$ cat config.mk
export PLATFORM = sky130hd
export DESIGN_NAME = lsu_pipe_flat
export DESIGN_NICKNAME = d
export VERILOG_FILES = /design/src/rtl/lsu_pipe_if.sv /design/src/rtl/lsu_pipe.sv /design/src/flat_wrapper.sv
export SDC_FILE = /design/constraint.sdc
export NUM_CORES = 1
export LEC_CHECK = 0
export ABC_AREA = 1
export CAP_MARGIN = 20
export CORE_MARGIN = 5
export CORE_UTILIZATION = 60
export DETAILED_ROUTE_END_ITERATION = 10
export GPL_TIMING_DRIVEN = 1
export MAX_ROUTING_LAYER = met4
export PLACE_DENSITY = 0.87
export SLEW_MARGIN = 10
export SYNTH_ARGS = -nofsm -noshare
export SYNTH_HDL_FRONTEND = slang
export SYNTH_SLANG_ARGS = --single-unit
$ cat constraint.sdc
create_clock -name cpu_clk_i -period 8.4 [get_ports cpu_clk_i]
set_input_delay 0.84 -clock cpu_clk_i [delete_from_list [all_inputs] [get_ports cpu_clk_i]]
set_output_delay 0.84 -clock cpu_clk_i [all_outputs]
set_load 0.05 [all_outputs]
$ cat src/rtl/lsu_pipe_if.sv
// Bundles the lsu_pipe request, commit, D-cache and completion signals.
// slave: the lsu_pipe side. master: the scheduler/ROB/D-cache side, or a testbench.
// Port names match the block's pin list, so the _i/_o suffixes are relative to lsu_pipe.
interface lsu_pipe_if;
  logic        flush_i;
  logic        lsu_vld_i;
  logic [5:0]  lsu_rob_i;
  logic [3:0]  lsu_op_i;
  logic [31:0] lsu_addr_i;
  logic [31:0] lsu_data_i;
  logic [5:0]  lsu_dest_i;
  logic        lsu_busy_o;
  logic        store_commit_i;
  logic        store_buffer_empty_o;
  logic        dc_ld_req_o;
  logic [31:0] dc_ld_addr_o;
  logic        dc_ld_ack_i;
  logic [31:0] dc_ld_data_i;
  logic        dc_st_req_o;
  logic [31:0] dc_st_addr_o;
  logic [31:0] dc_st_data_o;
  logic [3:0]  dc_st_be_o;
  logic        dc_st_ack_i;
  logic        wb_valid_o;
  logic [5:0]  wb_dest_o;
  logic [31:0] wb_data_o;
  logic        completion_valid_o;
  logic [5:0]  completed_rob_o;
  logic        exception_o;
  logic [3:0]  exception_code_o;
  logic [5:0]  exception_rob_o;

  modport slave (
    input  flush_i, lsu_vld_i, lsu_rob_i, lsu_op_i, lsu_addr_i, lsu_data_i, lsu_dest_i,
           store_commit_i, dc_ld_ack_i, dc_ld_data_i, dc_st_ack_i,
    output lsu_busy_o, store_buffer_empty_o, dc_ld_req_o, dc_ld_addr_o,
           dc_st_req_o, dc_st_addr_o, dc_st_data_o, dc_st_be_o,
           wb_valid_o, wb_dest_o, wb_data_o, completion_valid_o, completed_rob_o,
           exception_o, exception_code_o, exception_rob_o
  );

  modport master (
    output flush_i, lsu_vld_i, lsu_rob_i, lsu_op_i, lsu_addr_i, lsu_data_i, lsu_dest_i,
           store_commit_i, dc_ld_ack_i, dc_ld_data_i, dc_st_ack_i,
    input  lsu_busy_o, store_buffer_empty_o, dc_ld_req_o, dc_ld_addr_o,
           dc_st_req_o, dc_st_addr_o, dc_st_data_o, dc_st_be_o,
           wb_valid_o, wb_dest_o, wb_data_o, completion_valid_o, completed_rob_o,
           exception_o, exception_code_o, exception_rob_o
  );
endinterface

$ cat src/rtl/lsu_pipe.sv
// Load/store unit: 4-entry in-order store queue with commit tracking, and a single-load FSM.
// Latency: store completion and misalignment exception 1 cycle after acceptance; load writeback 1 cycle after D-cache ack.
// Backpressure: lsu_busy_o (comb) while a load is in flight, the store queue is full, or a store completion is pending.
// Ports: cpu_clk_i clock, cpu_rstn_i async active-low reset, lsu (lsu_pipe_if.slave) carries all other signals.
// Optional: define LSU_STORE_FWD_EN to forward fully covered store data to a younger load.
module lsu_pipe (
  input  logic      cpu_clk_i,
  input  logic      cpu_rstn_i,
  lsu_pipe_if.slave lsu
);

  typedef enum logic [1:0] {IDLE, WAIT_SQ, REQ, DRAIN} ld_state_e;

  ld_state_e ld_state, ld_state_nxt;

  // ---------------- request decode ----------------
  function automatic logic [3:0] be_of(input logic [1:0] sz, input logic [1:0] ofs);
    case (sz)
      2'b00:   be_of = 4'b0001 << ofs;
      2'b01:   be_of = 4'b0011 << ofs;
      default: be_of = 4'b1111;
    endcase
  endfunction

  function automatic logic [31:0] lane_data(input logic [1:0] sz, input logic [1:0] ofs,
                                            input logic [31:0] d);
    case (sz)
      2'b00:   lane_data = {24'd0, d[7:0]} << {ofs, 3'b000};
      2'b01:   lane_data = {16'd0, d[15:0]} << {ofs, 3'b000};
      default: lane_data = d;
    endcase
  endfunction

  // funct3[2] selects zero extension for byte/half loads.
  function automatic logic [31:0] ld_extract(input logic [2:0] f3, input logic [1:0] ofs,
                                             input logic [31:0] w);
    logic [31:0] sh;
    sh = w >> {ofs, 3'b000};
    case (f3[1:0])
      2'b00:   ld_extract = {{24{sh[7] & ~f3[2]}}, sh[7:0]};
      2'b01:   ld_extract = {{16{sh[15] & ~f3[2]}}, sh[15:0]};
      default: ld_extract = w;
    endcase
  endfunction

  logic        req_store;
  logic [2:0]  req_f3;
  logic [1:0]  req_ofs;
  logic        req_misal;
  logic [3:0]  req_be;
  logic        lsu_busy;
  logic        acc, acc_ld, acc_st, acc_exc, acc_fwd;

  assign req_store = lsu.lsu_op_i[3];
  assign req_f3    = lsu.lsu_op_i[2:0];
  assign req_ofs   = lsu.lsu_addr_i[1:0];
  assign req_misal = (req_f3[1:0] == 2'b01 && req_ofs[0]) || (req_f3[1] && req_ofs != 2'b00);
  assign req_be    = be_of(req_f3[1:0], req_ofs);

  assign acc     = lsu.lsu_vld_i && !lsu_busy && !lsu.flush_i;
  assign acc_exc = acc && req_misal;
  assign acc_st  = acc && !req_misal && req_store;
  assign acc_ld  = acc && !req_misal && !req_store;

  // ---------------- store queue ----------------
  logic [29:0] sq_addr [4];
  logic [31:0] sq_data [4];
  logic [3:0]  sq_be   [4];
  logic [3:0]  sq_cmt;
  logic [2:0]  sq_head, sq_tail, sq_cptr, sq_cptr_nxt;  // cptr = oldest uncommitted entry
  logic [2:0]  sq_cnt;
  logic        sq_full, sq_empty, commit_do, st_req, st_pop;
  logic [1:0]  rel [4];
  logic [3:0]  sq_vld, sq_hit;
  logic        any_hit;
  logic [31:0] ld_addr;
  logic [29:0] chk_addr;

  assign sq_cnt      = sq_tail - sq_head;
  assign sq_full     = sq_cnt[2];
  assign sq_empty    = (sq_head == sq_tail);
  assign commit_do   = lsu.store_commit_i && (sq_cptr != sq_tail);
  assign sq_cptr_nxt = sq_cptr + {2'b00, commit_do};
  assign st_req      = !sq_empty && sq_cmt[sq_head[1:0]];
  assign st_pop      = st_req && lsu.dc_st_ack_i;

  // In IDLE the incoming request is checked; in WAIT_SQ the parked load is re-checked.
  assign chk_addr = (ld_state == IDLE) ? lsu.lsu_addr_i[31:2] : ld_addr[31:2];

  always_comb begin
    for (int i = 0; i < 4; i++) begin
      rel[i]    = 2'(i) - sq_head[1:0];
      sq_vld[i] = ({1'b0, rel[i]} < sq_cnt);
      sq_hit[i] = sq_vld[i] && (sq_addr[i] == chk_addr);
    end
  end
  assign any_hit = |sq_hit;

`ifdef LSU_STORE_FWD_EN
  logic [1:0] fwd_idx;
  logic       fwd_hit, fwd_ok;
  // Walk oldest to youngest so the last hit is the youngest same-word store.
  always_comb begin
    fwd_idx = sq_head[1:0];
    fwd_hit = 1'b0;
    for (int k = 0; k < 4; k++) begin
      if (sq_hit[sq_head[1:0] + 2'(k)]) begin
        fwd_idx = sq_head[1:0] + 2'(k);
        fwd_hit = 1'b1;
      end
    end
  end
  assign fwd_ok = fwd_hit && ((sq_be[fwd_idx] & req_be) == req_be);
  assign acc_fwd = acc_ld && fwd_ok;
`else
  assign acc_fwd = 1'b0;
`endif

  always_ff @(posedge cpu_clk_i or negedge cpu_rstn_i) begin
    if (!cpu_rstn_i) begin
      sq_head <= '0;
      sq_tail <= '0;
      sq_cptr <= '0;
      sq_cmt  <= '0;
    end else begin
      if (commit_do) sq_cmt[sq_cptr[1:0]] <= 1'b1;
      sq_cptr <= sq_cptr_nxt;
      if (st_pop) sq_head <= sq_head + 3'd1;
      // Commit lands first, then everything younger than the commit point is dropped.
      if (lsu.flush_i) begin
        sq_tail <= sq_cptr_nxt;
      end else if (acc_st) begin
        sq_cmt[sq_tail[1:0]] <= 1'b0;
        sq_tail <= sq_tail + 3'd1;
      end
    end
  end

  // Payload only matters for valid entries, so it carries no reset.
  always_ff @(posedge cpu_clk_i) begin
    if (acc_st) begin
      sq_addr[sq_tail[1:0]] <= lsu.lsu_addr_i[31:2];
      sq_data[sq_tail[1:0]] <= lane_data(req_f3[1:0], req_ofs, lsu.lsu_data_i);
      sq_be[sq_tail[1:0]]   <= req_be;
    end
  end

  // ---------------- load FSM ----------------
  logic [2:0] ld_f3;
  logic [5:0] ld_rob, ld_dest;
  logic       ld_req, ld_done_wb;

  always_ff @(posedge cpu_clk_i or negedge cpu_rstn_i) begin
    if (!cpu_rstn_i) ld_state <= IDLE;
    else             ld_state <= ld_state_nxt;
  end

  always_comb begin
    ld_state_nxt = ld_state;
    case (ld_state)
      IDLE:    if (acc_ld && !acc_fwd) ld_state_nxt = any_hit ? WAIT_SQ : REQ;
      WAIT_SQ: if (lsu.flush_i) ld_state_nxt = IDLE;
               else if (!any_hit) ld_state_nxt = REQ;
      // An ack coinciding with flush closes the transaction outright.
      REQ:     if (lsu.dc_ld_ack_i) ld_state_nxt = IDLE;
               else if (lsu.flush_i) ld_state_nxt = DRAIN;
      DRAIN:   if (lsu.dc_ld_ack_i) ld_state_nxt = IDLE;
      default: ld_state_nxt = IDLE;
    endcase
  end

  // The D-cache request stays up through DRAIN so the outstanding access can still be acked.
  always_comb begin
    ld_req     = (ld_state == REQ) || (ld_state == DRAIN);
    ld_done_wb = (ld_state == REQ) && lsu.dc_ld_ack_i && !lsu.flush_i;
  end

  always_ff @(posedge cpu_clk_i or negedge cpu_rstn_i) begin
    if (!cpu_rstn_i) begin
      ld_addr <= '0;
      ld_f3   <= '0;
      ld_rob  <= '0;
      ld_dest <= '0;
    end else if (acc_ld) begin
      ld_addr <= lsu.lsu_addr_i;
      ld_f3   <= req_f3;
      ld_rob  <= lsu.lsu_rob_i;
      ld_dest <= lsu.lsu_dest_i;
    end
  end

  // ---------------- writeback / completion / exception ----------------
  logic        wb_vld_q, cmp_vld_q, exc_vld_q, pend_vld_q;
  logic [5:0]  wb_dest_q, cmp_rob_q, exc_rob_q, pend_rob_q;
  logic [31:0] wb_data_q;
  logic [3:0]  exc_code_q;
  logic        st_src_vld;
  logic [5:0]  st_src_rob;

  assign st_src_vld = pend_vld_q || acc_st;
  assign st_src_rob = pend_vld_q ? pend_rob_q : lsu.lsu_rob_i;

  always_ff @(posedge cpu_clk_i or negedge cpu_rstn_i) begin
    if (!cpu_rstn_i) begin
      wb_vld_q   <= 1'b0;
      wb_dest_q  <= '0;
      wb_data_q  <= '0;
      cmp_vld_q  <= 1'b0;
      cmp_rob_q  <= '0;
      exc_vld_q  <= 1'b0;
      exc_code_q <= '0;
      exc_rob_q  <= '0;
      pend_vld_q <= 1'b0;
      pend_rob_q <= '0;
    end else if (lsu.flush_i) begin
      wb_vld_q   <= 1'b0;
      cmp_vld_q  <= 1'b0;
      exc_vld_q  <= 1'b0;
      pend_vld_q <= 1'b0;
    end else begin
      exc_vld_q <= acc_exc;
      if (acc_exc) begin
        exc_code_q <= req_store ? 4'd6 : 4'd4;
        exc_rob_q  <= lsu.lsu_rob_i;
      end
      // A load writeback owns the completion port; a colliding store completion is parked.
      if (ld_done_wb || acc_fwd) begin
        wb_vld_q   <= 1'b1;
        cmp_vld_q  <= 1'b1;
        wb_dest_q  <= ld_done_wb ? ld_dest : lsu.lsu_dest_i;
        cmp_rob_q  <= ld_done_wb ? ld_rob : lsu.lsu_rob_i;
`ifdef LSU_STORE_FWD_EN
        wb_data_q  <= ld_done_wb ? ld_extract(ld_f3, ld_addr[1:0], lsu.dc_ld_data_i)
                                 : ld_extract(req_f3, req_ofs, sq_data[fwd_idx]);
`else
        wb_data_q  <= ld_extract(ld_f3, ld_addr[1:0], lsu.dc_ld_data_i);
`endif
        pend_vld_q <= st_src_vld;
        pend_rob_q <= st_src_rob;
      end else begin
        wb_vld_q   <= 1'b0;
        cmp_vld_q  <= st_src_vld;
        cmp_rob_q  <= st_src_rob;
        pend_vld_q <= 1'b0;
      end
    end
  end

  // ---------------- outputs ----------------
  assign lsu_busy = (ld_state != IDLE) || sq_full || pend_vld_q;

  assign lsu.lsu_busy_o           = lsu_busy;
  assign lsu.store_buffer_empty_o = sq_empty;
  assign lsu.dc_ld_req_o          = ld_req;
  assign lsu.dc_ld_addr_o         = ld_req ? {ld_addr[31:2], 2'b00} : 32'd0;
  assign lsu.dc_st_req_o          = st_req;
  assign lsu.dc_st_addr_o         = st_req ? {sq_addr[sq_head[1:0]], 2'b00} : 32'd0;
  assign lsu.dc_st_data_o         = st_req ? sq_data[sq_head[1:0]] : 32'd0;
  assign lsu.dc_st_be_o           = st_req ? sq_be[sq_head[1:0]] : 4'd0;
  assign lsu.wb_valid_o           = wb_vld_q && !lsu.flush_i;
  assign lsu.wb_dest_o            = wb_dest_q;
  assign lsu.wb_data_o            = wb_data_q;
  assign lsu.completion_valid_o   = cmp_vld_q && !lsu.flush_i;
  assign lsu.completed_rob_o      = cmp_rob_q;
  assign lsu.exception_o          = exc_vld_q && !lsu.flush_i;
  assign lsu.exception_code_o     = exc_code_q;
  assign lsu.exception_rob_o      = exc_rob_q;

endmodule
$ cat src/flat_wrapper.sv
// flat-port wrapper written by rule: the top's interface ports become plain ports
module lsu_pipe_flat 
  (cpu_clk_i, cpu_rstn_i, lsu_flush_i, lsu_lsu_vld_i, lsu_lsu_rob_i, lsu_lsu_op_i, lsu_lsu_addr_i, lsu_lsu_data_i, lsu_lsu_dest_i, lsu_store_commit_i, lsu_dc_ld_ack_i, lsu_dc_ld_data_i, lsu_dc_st_ack_i, lsu_lsu_busy_o, lsu_store_buffer_empty_o, lsu_dc_ld_req_o, lsu_dc_ld_addr_o, lsu_dc_st_req_o, lsu_dc_st_addr_o, lsu_dc_st_data_o, lsu_dc_st_be_o, lsu_wb_valid_o, lsu_wb_dest_o, lsu_wb_data_o, lsu_completion_valid_o, lsu_completed_rob_o, lsu_exception_o, lsu_exception_code_o, lsu_exception_rob_o);
  lsu_pipe_if lsu_i ();
  input  logic cpu_clk_i;
  input  logic cpu_rstn_i;
  input wire logic [$bits(lsu_i.flush_i)-1:0] lsu_flush_i;
  input wire logic [$bits(lsu_i.lsu_vld_i)-1:0] lsu_lsu_vld_i;
  input wire logic [$bits(lsu_i.lsu_rob_i)-1:0] lsu_lsu_rob_i;
  input wire logic [$bits(lsu_i.lsu_op_i)-1:0] lsu_lsu_op_i;
  input wire logic [$bits(lsu_i.lsu_addr_i)-1:0] lsu_lsu_addr_i;
  input wire logic [$bits(lsu_i.lsu_data_i)-1:0] lsu_lsu_data_i;
  input wire logic [$bits(lsu_i.lsu_dest_i)-1:0] lsu_lsu_dest_i;
  input wire logic [$bits(lsu_i.store_commit_i)-1:0] lsu_store_commit_i;
  input wire logic [$bits(lsu_i.dc_ld_ack_i)-1:0] lsu_dc_ld_ack_i;
  input wire logic [$bits(lsu_i.dc_ld_data_i)-1:0] lsu_dc_ld_data_i;
  input wire logic [$bits(lsu_i.dc_st_ack_i)-1:0] lsu_dc_st_ack_i;
  output wire logic [$bits(lsu_i.lsu_busy_o)-1:0] lsu_lsu_busy_o;
  output wire logic [$bits(lsu_i.store_buffer_empty_o)-1:0] lsu_store_buffer_empty_o;
  output wire logic [$bits(lsu_i.dc_ld_req_o)-1:0] lsu_dc_ld_req_o;
  output wire logic [$bits(lsu_i.dc_ld_addr_o)-1:0] lsu_dc_ld_addr_o;
  output wire logic [$bits(lsu_i.dc_st_req_o)-1:0] lsu_dc_st_req_o;
  output wire logic [$bits(lsu_i.dc_st_addr_o)-1:0] lsu_dc_st_addr_o;
  output wire logic [$bits(lsu_i.dc_st_data_o)-1:0] lsu_dc_st_data_o;
  output wire logic [$bits(lsu_i.dc_st_be_o)-1:0] lsu_dc_st_be_o;
  output wire logic [$bits(lsu_i.wb_valid_o)-1:0] lsu_wb_valid_o;
  output wire logic [$bits(lsu_i.wb_dest_o)-1:0] lsu_wb_dest_o;
  output wire logic [$bits(lsu_i.wb_data_o)-1:0] lsu_wb_data_o;
  output wire logic [$bits(lsu_i.completion_valid_o)-1:0] lsu_completion_valid_o;
  output wire logic [$bits(lsu_i.completed_rob_o)-1:0] lsu_completed_rob_o;
  output wire logic [$bits(lsu_i.exception_o)-1:0] lsu_exception_o;
  output wire logic [$bits(lsu_i.exception_code_o)-1:0] lsu_exception_code_o;
  output wire logic [$bits(lsu_i.exception_rob_o)-1:0] lsu_exception_rob_o;
  assign lsu_i.flush_i = lsu_flush_i;
  assign lsu_i.lsu_vld_i = lsu_lsu_vld_i;
  assign lsu_i.lsu_rob_i = lsu_lsu_rob_i;
  assign lsu_i.lsu_op_i = lsu_lsu_op_i;
  assign lsu_i.lsu_addr_i = lsu_lsu_addr_i;
  assign lsu_i.lsu_data_i = lsu_lsu_data_i;
  assign lsu_i.lsu_dest_i = lsu_lsu_dest_i;
  assign lsu_i.store_commit_i = lsu_store_commit_i;
  assign lsu_i.dc_ld_ack_i = lsu_dc_ld_ack_i;
  assign lsu_i.dc_ld_data_i = lsu_dc_ld_data_i;
  assign lsu_i.dc_st_ack_i = lsu_dc_st_ack_i;
  assign lsu_lsu_busy_o = lsu_i.lsu_busy_o;
  assign lsu_store_buffer_empty_o = lsu_i.store_buffer_empty_o;
  assign lsu_dc_ld_req_o = lsu_i.dc_ld_req_o;
  assign lsu_dc_ld_addr_o = lsu_i.dc_ld_addr_o;
  assign lsu_dc_st_req_o = lsu_i.dc_st_req_o;
  assign lsu_dc_st_addr_o = lsu_i.dc_st_addr_o;
  assign lsu_dc_st_data_o = lsu_i.dc_st_data_o;
  assign lsu_dc_st_be_o = lsu_i.dc_st_be_o;
  assign lsu_wb_valid_o = lsu_i.wb_valid_o;
  assign lsu_wb_dest_o = lsu_i.wb_dest_o;
  assign lsu_wb_data_o = lsu_i.wb_data_o;
  assign lsu_completion_valid_o = lsu_i.completion_valid_o;
  assign lsu_completed_rob_o = lsu_i.completed_rob_o;
  assign lsu_exception_o = lsu_i.exception_o;
  assign lsu_exception_code_o = lsu_i.exception_code_o;
  assign lsu_exception_rob_o = lsu_i.exception_rob_o;
  lsu_pipe u_core (.cpu_clk_i(cpu_clk_i), .cpu_rstn_i(cpu_rstn_i), .lsu(lsu_i));
endmodule
==> flow_summary.json, run 1 <==
{
  "worstPathArrival_ns": 4.78,
  "r2r_slack_ns": 3.47,
  "netlist_instances": 2363,
  "synthTopCellsByArea": "edfxtp_1, dfrtp_1, nand2_1",
  "fin_setup_tns_ns": 0,
  "ctsRootBufferMaster": "clkbuf_16",
  "worstMarginPinSlew_ns": 1.044,
  "fin_skew_ns": 0.02415,
  "critPathLaunchType": "register",
  "power_switching_uw": 5141,
  "portBuffers": 273,
  "p_clk_frac": 0.176,
  "setup_viol": 0,
  "ant_nets": 0,
  "seqPwrFrac": 0.258,
  "core_area_sq_um": 32540,
  "cp_slowest_cell": "dfrtp_4",
  "max_clock_freq_mhz": 178.1,
  "worstSetupPathType": "reg -> out",
  "crit_path_end_kind": "output port",
  "p_leak_uw": 0.01056,
  "crit_chain": "clkinv_2 > ha_1 > nand3_1 > nand2_2 > buf_4 > a221oi_1 > clkdlybuf4s50_1",
  "h-tree-depth": 2,
  "comb_power_share": 0.566,
  "post-dp-hpwl_mm": 38.60,
  "drcViolationCount": 0,
  "first_global_vias": 17218,
  "cts_made_buffers": 41,
  "slowest_delay_ns": 0.93,
  "cp-startpoint": "u_core.sq_head[0]",
  "gp_congestion": 0.9736,
  "grt_pass1_wl_mm": 91.11,
  "swShare": 0.5002,
  "whs_ns": 0.3119,
  "routed_wirelength_mm": 58.41,
  "finalCritPeriodShare": 0.6686,
  "ys_seq_elements": 388,
  "required_ns": 7.56,
  "die_x_um": 191.5,
  "first_pass_iters": 6,
  "synth_top_area_cell": "edfxtp_1",
  "r2r-start": "u_core.sq_head[1]",
  "r2r-end": "u_core.sq_data[2][4]",
  "num_io_pins": 280,
  "start_util": 0.6076,
  "synth_area_sq_um": 19770,
  "cts_buffer_depth": 3,
  "synthToLayoutAreaGrowth_pct": 22.03,
  "layout_commonest_cell": "nand2_1",
  "cts.sinks": 388,
  "reg2reg_depth": 9,
  "synth_warnings": 0,
  "yosysSeqAreaShare": 0.5580,
  "cts_setup_buffers": 0,
  "path_max_fanout": 68,
  "final-max-slew-violation-count": 0,
  "min_period_ns": 5.616,
  "die_h_um": 191.5,
  "grt_max_degree": 102,
  "drive_gt1_frac": 0.04200,
  "max-vdd-ir-drop_mv": 0.4600,
  "grt_usage": 0.3223,
  "synth_top_cell_area_share": 0.4010,
  "antenna_found_initial": 2,
  "synthDistinctLibCells": 37,
  "ctsHoldBuffers": 0,
  "rows": 66,
  "design.die.area_sq_um": 36680,
  "cts_tree": "done",
  "worst_setup_path_endpoint": "lsu_dc_st_addr_o[31]",
  "ctsResizeCount": 0,
  "run_status": "complete, no violations",
  "p_int_uw": 5136,
  "clk_pin_slew_ns": 0.06,
  "clkLatencyLatePin_ns": 0.54,
  "final_cell_mix": "nand2_1, nor2_1, clkdlybuf4s50_1, edfxtp_1, inv_1",
  "synth_area_per_cell_sq_um": 8.366,
  "cap_violations": 0,
  "finalNetCount": 2722,
  "wl_per_cell_um": 19.07,
  "powerDensity_nw_per_um2": 426.0,
  "overflow": 0,
  "vias_per_cell": 5.844,
  "rsz0062_at_grt": "no",
  "hold_path_class": "in -> async",
  "hold_violations": 0,
  "drt_iter0_markers": 2166,
  "vias": 17901,
  "relSlewSlack": 0.3043
}
==> power by group through the flow <==
stage	clock network, uW	registers [uW]	logic [uW]
after floorplan	0	2940	3620
after global placement	0	2660	5590
after detailed placement	0	2670	5710
after CTS	1810	2640	5770
after global routing	1890	2690	6220
final	1800	2650	5820
==> critical path: cells and delay by family, from the launching register on <==
kind,cells,cell delay [ns]
AO/OA/AOI/OAI,1,0.45
adder cells (fa/ha/maj),1,0.47
buffers and inverters,3,1.93
flip-flops,1,0.93
AND/OR/NAND/NOR,2,0.42
==> metal layers <==
layer | wire, um | part of all wire | global-route usage | vias to the layer above
met1 | 21940 | 0.38 | 0.4243 | 8302
met3 | 5946 | 0.10 | 0.04273 | 201
met5 | 0 | 0 | - | -
met2 | 28070 | 0.48 | 0.5190 | 1210
li1 | - | - | - | 8188
met4 | 2459 | 0.042 | 0.1185 | 0
==> synth_stat cells <==
| master | n |
|---|---|
| a211oi_1 | 1 |
| a21oi_1 | 145 |
| a221oi_1 | 30 |
| a22oi_1 | 1 |
| a2bb2oi_1 | 7 |
| a31oi_1 | 10 |
| buf_1 | 9 |
| buf_2 | 12 |
| buf_4 | 10 |
| buf_6 | 1 |
| clkbuf_1 | 83 |
| clkinv_1 | 2 |
| conb_1 | 1 |
| dfrtp_1 | 124 |
| edfxtp_1 | 264 |
| fa_1 | 1 |
| ha_1 | 15 |
| inv_1 | 264 |
| inv_2 | 3 |
| mux2_2 | 8 |
| nand2_1 | 710 |
| nand2_2 | 6 |
| nand3_1 | 77 |
| nand3b_1 | 36 |
| nand4_1 | 2 |
| nor2_1 | 279 |
| nor2_2 | 1 |
| nor2_4 | 1 |
| nor3_1 | 12 |
| o211ai_1 | 1 |
| o21ai_0 | 198 |
| o21ai_1 | 12 |
| o221a_2 | 1 |
| o22ai_1 | 24 |
| o31ai_1 | 8 |
| or2_2 | 1 |
| xor2_1 | 3 |
==> through the flow <==
step,total power [uW],setup WS (ns),util,std cells,area (sq um)
final,10280,2.784,0.7415,3063,24120
after global routing,10800,2.581,0.7415,3063,24120
after CTS,10220,2.833,0.7405,3060,24090
after detailed placement,8388,3.194,0.6995,2985,22760
after global placement,8244,3.256,0.6995,2985,22760
after floorplan,6560,2.200,-,2368,19790
==> worst min path at each step <==
stage	to	startpoint	cells after the start
final	u_core.lsu.exception_code_o[2]	cpu_rstn_i	1
after global placement	u_core.lsu.wb_dest_o[0]	u_core.ld_dest[0]	2
after detailed placement	u_core.lsu.wb_dest_o[4]	u_core.ld_dest[4]	2
after floorplan	u_core.lsu.wb_dest_o[0]	u_core.ld_dest[0]	2
after CTS	u_core.lsu.wb_dest_o[4]	u_core.ld_dest[4]	2
after global routing	u_core.lsu.exception_code_o[2]	cpu_rstn_i	1
==> flip-flops by register name (all words and copies together) (netlist names) <==
signal                       cells
u_core.sq_head                   3
u_core.pend_rob_q                6
u_core.ld_dest                   6
u_core.wb_vld_q                  1
u_core.ld_rob                    6
u_core.exc_vld_q                 1
u_core.ld_f3                     3
u_core.sq_be                    16
u_core.sq_tail                   3
u_core.lsu.wb_dest_o             6
u_core.sq_cptr                   3
u_core.ld_addr                  32
u_core.sq_data                 128
u_core.sq_addr                 120
u_core.lsu.exception_code_o      2
u_core.ld_state                  2
u_core.lsu.wb_data_o            32
u_core.lsu.exception_rob_o       6
u_core.lsu.completed_rob_o       6
u_core.cmp_vld_q                 1
u_core.sq_cmt                    4
u_core.pend_vld_q                1
==> logic make-up after synthesis <==
| group | share of synthesized area |
|---|---|
| mux | 0.004557 |
| flops | 0.5580 |
| compound gates | 0.1218 |
| simple gates | 0.2277 |
| other cells | 0.0001897 |
| buf+inv | 0.07595 |
| xor+xnor | 0.001329 |
| fa+ha+maj | 0.01051 |
==> area by class of cell <==
| type | count | area (sq um) |
|---|---|---|
| multi-input cells | 1596 | 7301 |
| fillers | 2299 | 8412 |
| flip-flops and latches | 388 | 11040 |
| clock inverters | 16 | 178.9 |
| diodes | 2 | 5.005 |
| inverters | 269 | 1011 |
| clock buffers | 59 | 1155 |
| repair buffers | 291 | 2885 |
| well taps | 442 | 553.0 |
Note: power is estimated with default switching activity, not from simulation.
==> run 2, diff against run 1 <==
--- a/config.mk
+++ b/config.mk
@@ -8,11 +8,11 @@
 export ABC_AREA = 1
 export CAP_MARGIN = 20
 export CORE_MARGIN = 5
-export CORE_UTILIZATION = 60
+export CORE_UTILIZATION = 50
 export DETAILED_ROUTE_END_ITERATION = 10
 export GPL_TIMING_DRIVEN = 1
 export MAX_ROUTING_LAYER = met4
-export PLACE_DENSITY = 0.87
+export PLACE_DENSITY = 0.77
 export SLEW_MARGIN = 10
 export SYNTH_ARGS = -nofsm -noshare
 export SYNTH_HDL_FRONTEND = slang
==> constraint.sdc (replaced) <==
create_clock -name cpu_clk_i -period 5.12 [get_ports cpu_clk_i]
set_input_delay 0.512 -clock cpu_clk_i [delete_from_list [all_inputs] [get_ports cpu_clk_i]]
set_output_delay 0.512 -clock cpu_clk_i [all_outputs]
set_load 0.05 [all_outputs]
==> flow_summary.json, run 2 (same netlist as run 1, synthesis figures left out) <==
{
  "whs_endpoint": "u_core.lsu.wb_dest_o[1]",
  "vias_per_cell": 5.517,
  "slowest_delay_ns": 0.74,
  "ant_nets": 0,
  "clk_pin_slew_ns": 0.06,
  "final_cell_area_sq_um": 24250,
  "cts.sinks": 388,
  "overflow": 0,
  "gp_congestion": 0.9887,
  "layout_commonest_cell": "nand2_1",
  "core_area_sq_um": 38920,
  "ctsRootBufferMaster": "clkbuf_16",
  "finalCritPeriodShare": 0.8755,
  "rsz0062_at_grt": "no",
  "run_status": "complete, no violations",
  "grt_max_degree": 86,
  "whs_path_depth": 2,
  "start_util": 0.5080,
  "path_max_fanout": 52,
  "ctsResizeCount": 0,
  "hold_violations": 0,
  "r2r-start": "u_core.sq_tail[0]",
  "finalNonFillerCells": 3154,
  "cts_buffer_depth": 3,
  "drt_iter0_markers": 1803,
  "reg2reg_depth": 10,
  "cts_setup_buffers": 0,
  "grt_usage": 0.2684,
  "cts_tree": "done",
  "max-vdd-ir-drop_mv": 0.6054,
  "antenna_found_initial": 1,
  "worstPathArrival_ns": 3.97,
  "powerDensity_nw_per_um2": 697.2,
  "vias": 17400,
  "relSlewSlack": 0.2388,
  "max_clock_freq_mhz": 223.1,
  "setup_viol": 0,
  "first_global_vias": 16780,
  "wl_per_cell_um": 18.49,
  "finalNetCount": 2735,
  "fin_skew_ns": 0.02759,
  "hold_path_class": "reg -> reg",
  "largest_reg_flops": 128,
  "dpl_cell_area_sq_um": 22810,
  "synthToLayoutAreaGrowth_pct": 22.69,
  "drive_gt1_frac": 0.06793,
  "whs_ns": 0.4671,
  "required_ns": 4.61,
  "num_io_pins": 280,
  "h-tree-depth": 2,
  "clkLatencyLatePin_ns": 0.57,
  "routed_wirelength_mm": 58.33,
  "grt_pass1_wl_mm": 91.36,
  "hold_start": "u_core.ld_dest[1]",
  "r2r_slack_ns": 1.39,
  "cp_slowest_cell": "clkdlybuf4s50_1",
  "power.total_uw": 16910,
  "portBuffers": 273,
  "post-place-cells": 3072,
  "cap_violations": 0,
  "first_pass_iters": 6,
  "drcViolationCount": 0,
  "p_leak_uw": 0.01074,
  "min_period_ns": 4.483,
  "cts_made_buffers": 43,
  "final-max-slew-violation-count": 0,
  "rows": 72,
  "ctsHoldBuffers": 1,
  "design.die.area_sq_um": 43610,
  "crit_chain": "buf_4 > clkinv_2 > ha_1 > nand3_1 > nand2_2 > buf_4 > a21oi_1 > clkdlybuf4s50_1",
  "fin_setup_tns_ns": 0,
  "final_cell_mix": "nand2_1, nor2_1, edfxtp_1, inv_1, clkdlybuf4s50_1",
  "r2r-end": "u_core.sq_addr[3][18]",
  "die_x_um": 208.8,
  "worstMarginPinSlew_ns": 1.138,
  "critPathLaunchType": "register",
  "crit_path_end_kind": "output port",
  "worstSetupPathType": "reg -> out",
  "post-dp-hpwl_mm": 39.00,
  "crit_top_cell": "buf_4",
  "die_h_um": 208.8
}
run 2: layout make-up:
cell class / count / area (sq um)
multi-input cells: 1596 / 7301
flip-flops and latches: 388 / 11040
clock buffers: 60 / 1212
clock inverters: 20 / 219.0
well taps: 518 / 648.1
fillers: 3181 / 14660
diodes: 1 / 2.502
inverters: 269 / 1011
repair buffers: 302 / 2825
run 2: power by group:
group	internal [uW]	switching [uW]
Combinational	2700	6820
Sequential	3870	404
Clock	1860	1260
Total	8430	8480
run 2: worst max-delay path by stage:
stage | start | endpoint | slack, ns | depth (start not counted)
2_1_floorplan | u_core.sq_head[1] | u_core.sq_addr[0][0] | -1.08 | 11
3_3_place_gp | u_core.sq_head[0] | lsu_dc_st_data_o[27] | 1.32 | 8
3_5_place_dp | u_core.sq_head[0] | lsu_dc_st_data_o[27] | 1.26 | 8
4_1_cts | u_core.sq_head[0] | lsu_dc_st_data_o[27] | 0.63 | 8
5_1_grt | u_core.sq_head[0] | lsu_dc_st_data_o[27] | 0.46 | 8
6_report | u_core.sq_head[0] | lsu_dc_st_data_o[27] | 0.64 | 8
run 2: routing by layer:
layer  vias to the layer above  wire length, um  GRT usage
met2                       862            28460     0.4388
met3                       120             4710    0.03494
met4                         0             2000    0.09811
met5                         -                0          -
met1                      8201            23160     0.3469
li1                       8217                -          -
run 2: through the flow:
stage	util	setup slack, ns
floorplan	-	-1.080
global placement	0.5861	1.320
detailed placement	0.5861	1.259
CTS	0.6232	0.6254
global route	0.6232	0.4627
finish	0.6232	0.6373
run 2: critical path, delay by kind of cell, from the launching register on:
family                     cells  cell delay (ns)
adders and majority gates      1             0.32
AOI/OAI and AO/OA              1             0.11
and+or+nand+nor                2             0.49
DFF                            1             0.40
buffers and inverters          4             2.05
